===== src/rtl/fifo_pin_sequencer.sv =====
// rtl/fifo_pin_sequencer.sv - pin synchroniser, request arbiter and status tracker for the FIFO core
module fifo_pin_sequencer #(
    parameter int DEPTH       = 16,
    parameter int AE_THRESH   = 2,
    parameter int AF_THRESH   = 14,
    parameter int SYNC_STAGES = 2
) (
    input  logic                         clk,
    input  logic                         rst,
    input  logic                         wr_pin,
    input  logic                         rd_pin,
    input  logic                         clr_pin,
    output logic                         push,
    output logic                         pop,
    output logic                         rd_valid,
    output logic [$clog2(DEPTH+1)-1:0]   count,
    output logic [7:0]                   status,
    output logic [7:0]                   status_oe
);

    localparam int CNT_W  = $clog2(DEPTH + 1);
    localparam int SET_W  = $clog2(SYNC_STAGES + 1);

    logic [SYNC_STAGES-1:0] wr_sync, rd_sync, clr_sync;
    logic                   wr_s, rd_s, clr_s;
    logic                   wr_prev, rd_prev, clr_prev;
    logic                   wr_edge, rd_edge, clr_edge;
    logic [SET_W-1:0]       settle;
    logic                   wr_pend, rd_pend;
    logic                   empty, full, almost_empty, almost_full;
    logic                   overflow, underflow;

    logic                   push_n, pop_n, wr_take, rd_take, ovf_set, unf_set;
    logic [CNT_W-1:0]       cnt_n;

    assign wr_s  = wr_sync[SYNC_STAGES-1];
    assign rd_s  = rd_sync[SYNC_STAGES-1];
    assign clr_s = clr_sync[SYNC_STAGES-1];

    // Grant decision on the pending flags; the grant itself is registered below.
    always_comb begin
        push_n  = 1'b0;
        pop_n   = 1'b0;
        wr_take = 1'b0;
        rd_take = 1'b0;
        ovf_set = 1'b0;
        unf_set = 1'b0;
        if (wr_pend && rd_pend) begin
            push_n  = 1'b1;
            wr_take = 1'b1;
            // When empty the read waits one cycle for the write it pairs with.
            if (!empty) begin
                pop_n   = 1'b1;
                rd_take = 1'b1;
            end
        end else if (wr_pend) begin
            wr_take = 1'b1;
            if (!full) push_n  = 1'b1;
            else       ovf_set = 1'b1;
        end else if (rd_pend) begin
            rd_take = 1'b1;
            if (!empty) pop_n   = 1'b1;
            else        unf_set = 1'b1;
        end
    end

    always_comb begin
        cnt_n = count;
        if (push_n && !pop_n)      cnt_n = count + CNT_W'(1);
        else if (pop_n && !push_n) cnt_n = count - CNT_W'(1);
    end

    always_ff @(posedge clk) begin
        if (rst) begin
            wr_sync      <= '0;
            rd_sync      <= '0;
            clr_sync     <= '0;
            wr_prev      <= 1'b1;
            rd_prev      <= 1'b1;
            clr_prev     <= 1'b1;
            wr_edge      <= 1'b0;
            rd_edge      <= 1'b0;
            clr_edge     <= 1'b0;
            settle       <= '0;
            wr_pend      <= 1'b0;
            rd_pend      <= 1'b0;
            push         <= 1'b0;
            pop          <= 1'b0;
            rd_valid     <= 1'b0;
            count        <= '0;
            empty        <= 1'b1;
            full         <= 1'b0;
            almost_empty <= 1'b1;
            almost_full  <= 1'b0;
            overflow     <= 1'b0;
            underflow    <= 1'b0;
        end else begin
            wr_sync  <= {wr_sync[SYNC_STAGES-2:0], wr_pin};
            rd_sync  <= {rd_sync[SYNC_STAGES-2:0], rd_pin};
            clr_sync <= {clr_sync[SYNC_STAGES-2:0], clr_pin};

            // Hold the previous values high until the chains carry real pin levels,
            // so a pin held high through reset never looks like a fresh edge.
            if (settle < SET_W'(SYNC_STAGES)) begin
                settle   <= settle + SET_W'(1);
                wr_edge  <= 1'b0;
                rd_edge  <= 1'b0;
                clr_edge <= 1'b0;
            end else begin
                wr_prev  <= wr_s;
                rd_prev  <= rd_s;
                clr_prev <= clr_s;
                wr_edge  <= wr_s & ~wr_prev;
                rd_edge  <= rd_s & ~rd_prev;
                clr_edge <= clr_s & ~clr_prev;
            end

            wr_pend <= (wr_pend & ~wr_take) | wr_edge;
            rd_pend <= (rd_pend & ~rd_take) | rd_edge;

            push     <= push_n;
            pop      <= pop_n;
            rd_valid <= pop;

            count        <= cnt_n;
            empty        <= (cnt_n == CNT_W'(0));
            full         <= (cnt_n == CNT_W'(DEPTH));
            almost_empty <= (cnt_n <= CNT_W'(AE_THRESH));
            almost_full  <= (cnt_n >= CNT_W'(AF_THRESH));

            overflow  <= ovf_set | (overflow  & ~clr_edge);
            underflow <= unf_set | (underflow & ~clr_edge);
        end
    end

    assign status    = {rd_s, wr_s, almost_full, almost_empty, overflow, underflow, full, empty};
    assign status_oe = 8'hFF;

endmodule


===== config.mk =====
export PLATFORM = sky130hd
export DESIGN_NAME = fifo_pin_sequencer
export DESIGN_NICKNAME = d
export VERILOG_FILES = /design/src/rtl/fifo_pin_sequencer.sv
export SDC_FILE = /design/constraint.sdc
export NUM_CORES = 1
export LEC_CHECK = 0
export CORE_MARGIN = 10
export CORE_UTILIZATION = 49
export DETAILED_ROUTE_END_ITERATION = 7
export GPL_ROUTABILITY_DRIVEN = 0
export PLACE_DENSITY = 0.78
export SYNTH_ARGS = -nofsm -noshare
export SYNTH_HDL_FRONTEND = slang
export SYNTH_SLANG_ARGS = --single-unit

===== constraint.sdc =====
create_clock -name clk -period 2 [get_ports clk]
set_clock_uncertainty 0.2 [all_clocks]
set_input_delay 0.2 -clock clk [delete_from_list [all_inputs] [get_ports clk]]
set_output_delay 0.2 -clock clk [all_outputs]
set_load 0.02 [all_outputs]

==> results.cfg <==
[status]
outcome = finished, final reports clean

[worst_setup_path]
critPathTopFamily = compound AO/OA/AOI/OAI gates
required_ns = 2.05
critPathLaunchType = register
cpMaxStageDelayCell = dfxtp_1
cp_slowest_stage_delay_ns = 0.38
rr_worst_depth = 5
r2r-end = empty
reg2reg_slack_ns = 0.05
criticalPathCategory = reg -> reg
arrival_ns = 1.99
end_kind = register
crit_buf_inv = 0
r2r-start = empty
worstPathMaxFanout = 8
path_cells = and2_2, o21a_2, a41oi_2, mux2_4, o31ai_4

[synthesis]
synth_compound_area_share_pct = 14.3
synth-simple-area-share_pct = 21.8
synth_adder_area_share_pct = 1.87
synthXorXnorAreaFrac_pct = 0.656
synth_edf_count = 0
synth_top_family_by_area = simple AND/OR/NAND/NOR gates
synth-warning-count = 0
synthFlopType = dfxtp_1
syn_area_mm2 = 0.00134
ys_ff_latch = 30
syn_avg_cell_area_um2 = 9.89
ys_types = 39
synthMuxAreaShare_pct = 3.37
ys_seq_area_share_pct = 45.0
async_reset_ff_share_pct = 0
synthCells = 135

[power_and_ir_drop]
ir_drop_v = 0.000675
powerDensity_mw_per_mm2 = 740
p_leak_nw = 0.662

[clock_network]
cts_htree_levels = 2
holdBufCountCts = 0
numCtsBuffers = 5
clock_latency_ns = 0.32
cts_tree = built
clockBufferDepth = 2
cts-root-buf = clkbuf_4
cts.sinks = 30
cts.clk_slew.worst_paths_ns = 0.09

[cells_and_area]
final_area_mm2 = 0.00160
final_util_pct = 62.8
fill_cells = 210
drive_gt1_share_pct = 17.9
layout.nets = 162
area_growth_pct = 19.7
num_antenna_cells = 0

[die]
die-area_mm2 = 0.00521
initial_utilization_pct = 52.5
fp-row-count = 18
die_height_um = 72.2
core_mm2 = 0.00254
dieWidth_um = 72.2
io_pins = 29

[grt]
antenna_found_initial = 0
grt_max_degree = 11
grt_overflow = 0
grt_pass1_wl_um = 4380
grt_pass1_vias = 1014
grtUsageTotal_pct = 10.3

[sta]
min_period_over_period_pct = 97.3
finalSetupViolations = 0
timing_hold_violations_final = 0
tns_ns = 0
fmax_mhz = 514
finalCriticalPeriod_ns = 1.95
finalMaxSlewViolations = 0

[route]
vias = 976
antenna_left = 0
postRouteWirelength_um = 2670
routed_via_density = 5.25
drtIter0Drc = 121
dr.pass1.iters = 4
wl_per_cell_um = 14.3
remaining_drc_errors = 0

[placement]
place_area_mm2 = 0.00149
dp_hpwl_um = 1930
io_buffers = 20

[min_path]
hold_path.class = reg -> reg
hold_path_end = wr_edge
whs_path_depth = 1
hp-start = wr_prev

[run]
max_cap_viol_count = 0
sequential cells by signal, summed over array words and instances, names as in the netlist, 2 cells and up:
signal,cells
count,5
clr_sync,2
rd_sync,2
settle,2
wr_sync,2
worst max-delay path by stage:
stage,start,endpoint,slack [ns],cells past startpoint
CTS,wr_pend,empty,0.06,5
floorplan,count[0],empty,0.02,6
detailed placement,rd_pend,almost_full,0.09,5
finish,empty,empty,0.05,5
global route,rd_pend,empty,-0.001,6
global placement,empty,empty,0.13,5
cells in the mapped netlist, types with 3 or more instances:
master | number | area [um2]
nor2b_1 | 10 | 62.6
buf_4 | 18 | 135
a21oi_1 | 4 | 20.0
nor3_1 | 4 | 20.0
inv_1 | 4 | 15.0
o211ai_1 | 3 | 22.5
nor2_1 | 16 | 60.1
mux2i_1 | 3 | 30.0
nand2_1 | 5 | 18.8
dfxtp_1 | 30 | 601
nor3b_1 | 3 | 22.5
metrics by stage:
step | total power [mW] | hold WS, ns | setup slack [ns] | cells
after CTS | 1.19 | 0.232 | 0.0637 | 185
after global routing | 1.24 | 0.233 | -0.00139 | 186
final | 1.18 | 0.233 | 0.0549 | 186
after detailed placement | 0.729 | 0.215 | 0.0890 | 177
after global placement | 0.724 | 0.204 | 0.130 | 177
after floorplan | 0.719 | 0.107 | 0.0183 | 142
cell families after synthesis:
kind of cell | count (synthesis)
other | 1
xor gates and xnor gates | 1
DFF | 30
buffers and inverters | 25
adders and majority gates | 2
muxes | 4
AOI/OAI and AO/OA | 22
and+or+nand+nor | 50
routing by layer:
metal	part of all wire [%]	wire (um)	track usage, %
met5	0	0	0
met4	1.5	40	4.95
met3	9.4	250	5.99
met2	49	1310	17.0
met1	40	1070	10.1
repair_timing:
| item | in CTS | in global routing |
|---|---|---|
| setup buffers | 0 | 1 |
| resized for setup | 0 | 5 |
| setup endpoints to repair | 0 | 4 |
worst reg2reg max path: stages (launching register included):
cell and delay, ns:
dfxtp_1 0.38, and2_2 0.25, o21a_2 0.24, a41oi_2 0.22
mux2_4 0.36, o31ai_4 0.23
placed cells by master (no fill, tap or decap), types with 2 or more instances in the layout:
| master | synthesis | routed |
|---|---|---|
| o211ai_1 | 3 | 3 |
| a21o_2 | 2 | 2 |
| nor2b_1 | 10 | 10 |
| clkdlybuf4s50_1 | 0 | 20 |
| nor3_1 | 4 | 4 |
| ha_1 | 2 | 2 |
| a21oi_1 | 4 | 4 |
| inv_1 | 4 | 4 |
| conb_1 | 1 | 8 |
| nor2_1 | 16 | 16 |
| nand2_1 | 5 | 5 |
| clkbuf_1 | 2 | 2 |
| mux2i_1 | 3 | 3 |
| o211a_1 | 2 | 2 |
| clkbuf_4 | 0 | 5 |
| nand3_1 | 2 | 2 |
| nor3b_1 | 3 | 3 |
| dfxtp_1 | 30 | 29 |
| buf_4 | 18 | 7 |
| o21a_1 | 2 | 2 |
report_power, final:
group          internal (mW)  total [mW]  leakage [nW]  switching, mW
logic                 0.0352      0.0771         0.378         0.0419
clock network          0.265       0.466        0.0395          0.201
registers              0.620       0.638         0.245         0.0183
total                  0.920        1.18         0.662          0.262
layout make-up:
cell class | count | area [um2] | share of cell area, %
tap | 30 | 37.5 | 2.35
clock inverter | 1 | 30.0 | 1.88
clock buffer | 7 | 45.0 | 2.82
multi-input combinational | 87 | 616 | 38.5
sequential | 30 | 602 | 37.7
inverter | 4 | 15.0 | 0.940
timing repair buffer | 27 | 253 | 15.8
(Power assumes the default switching activity.)
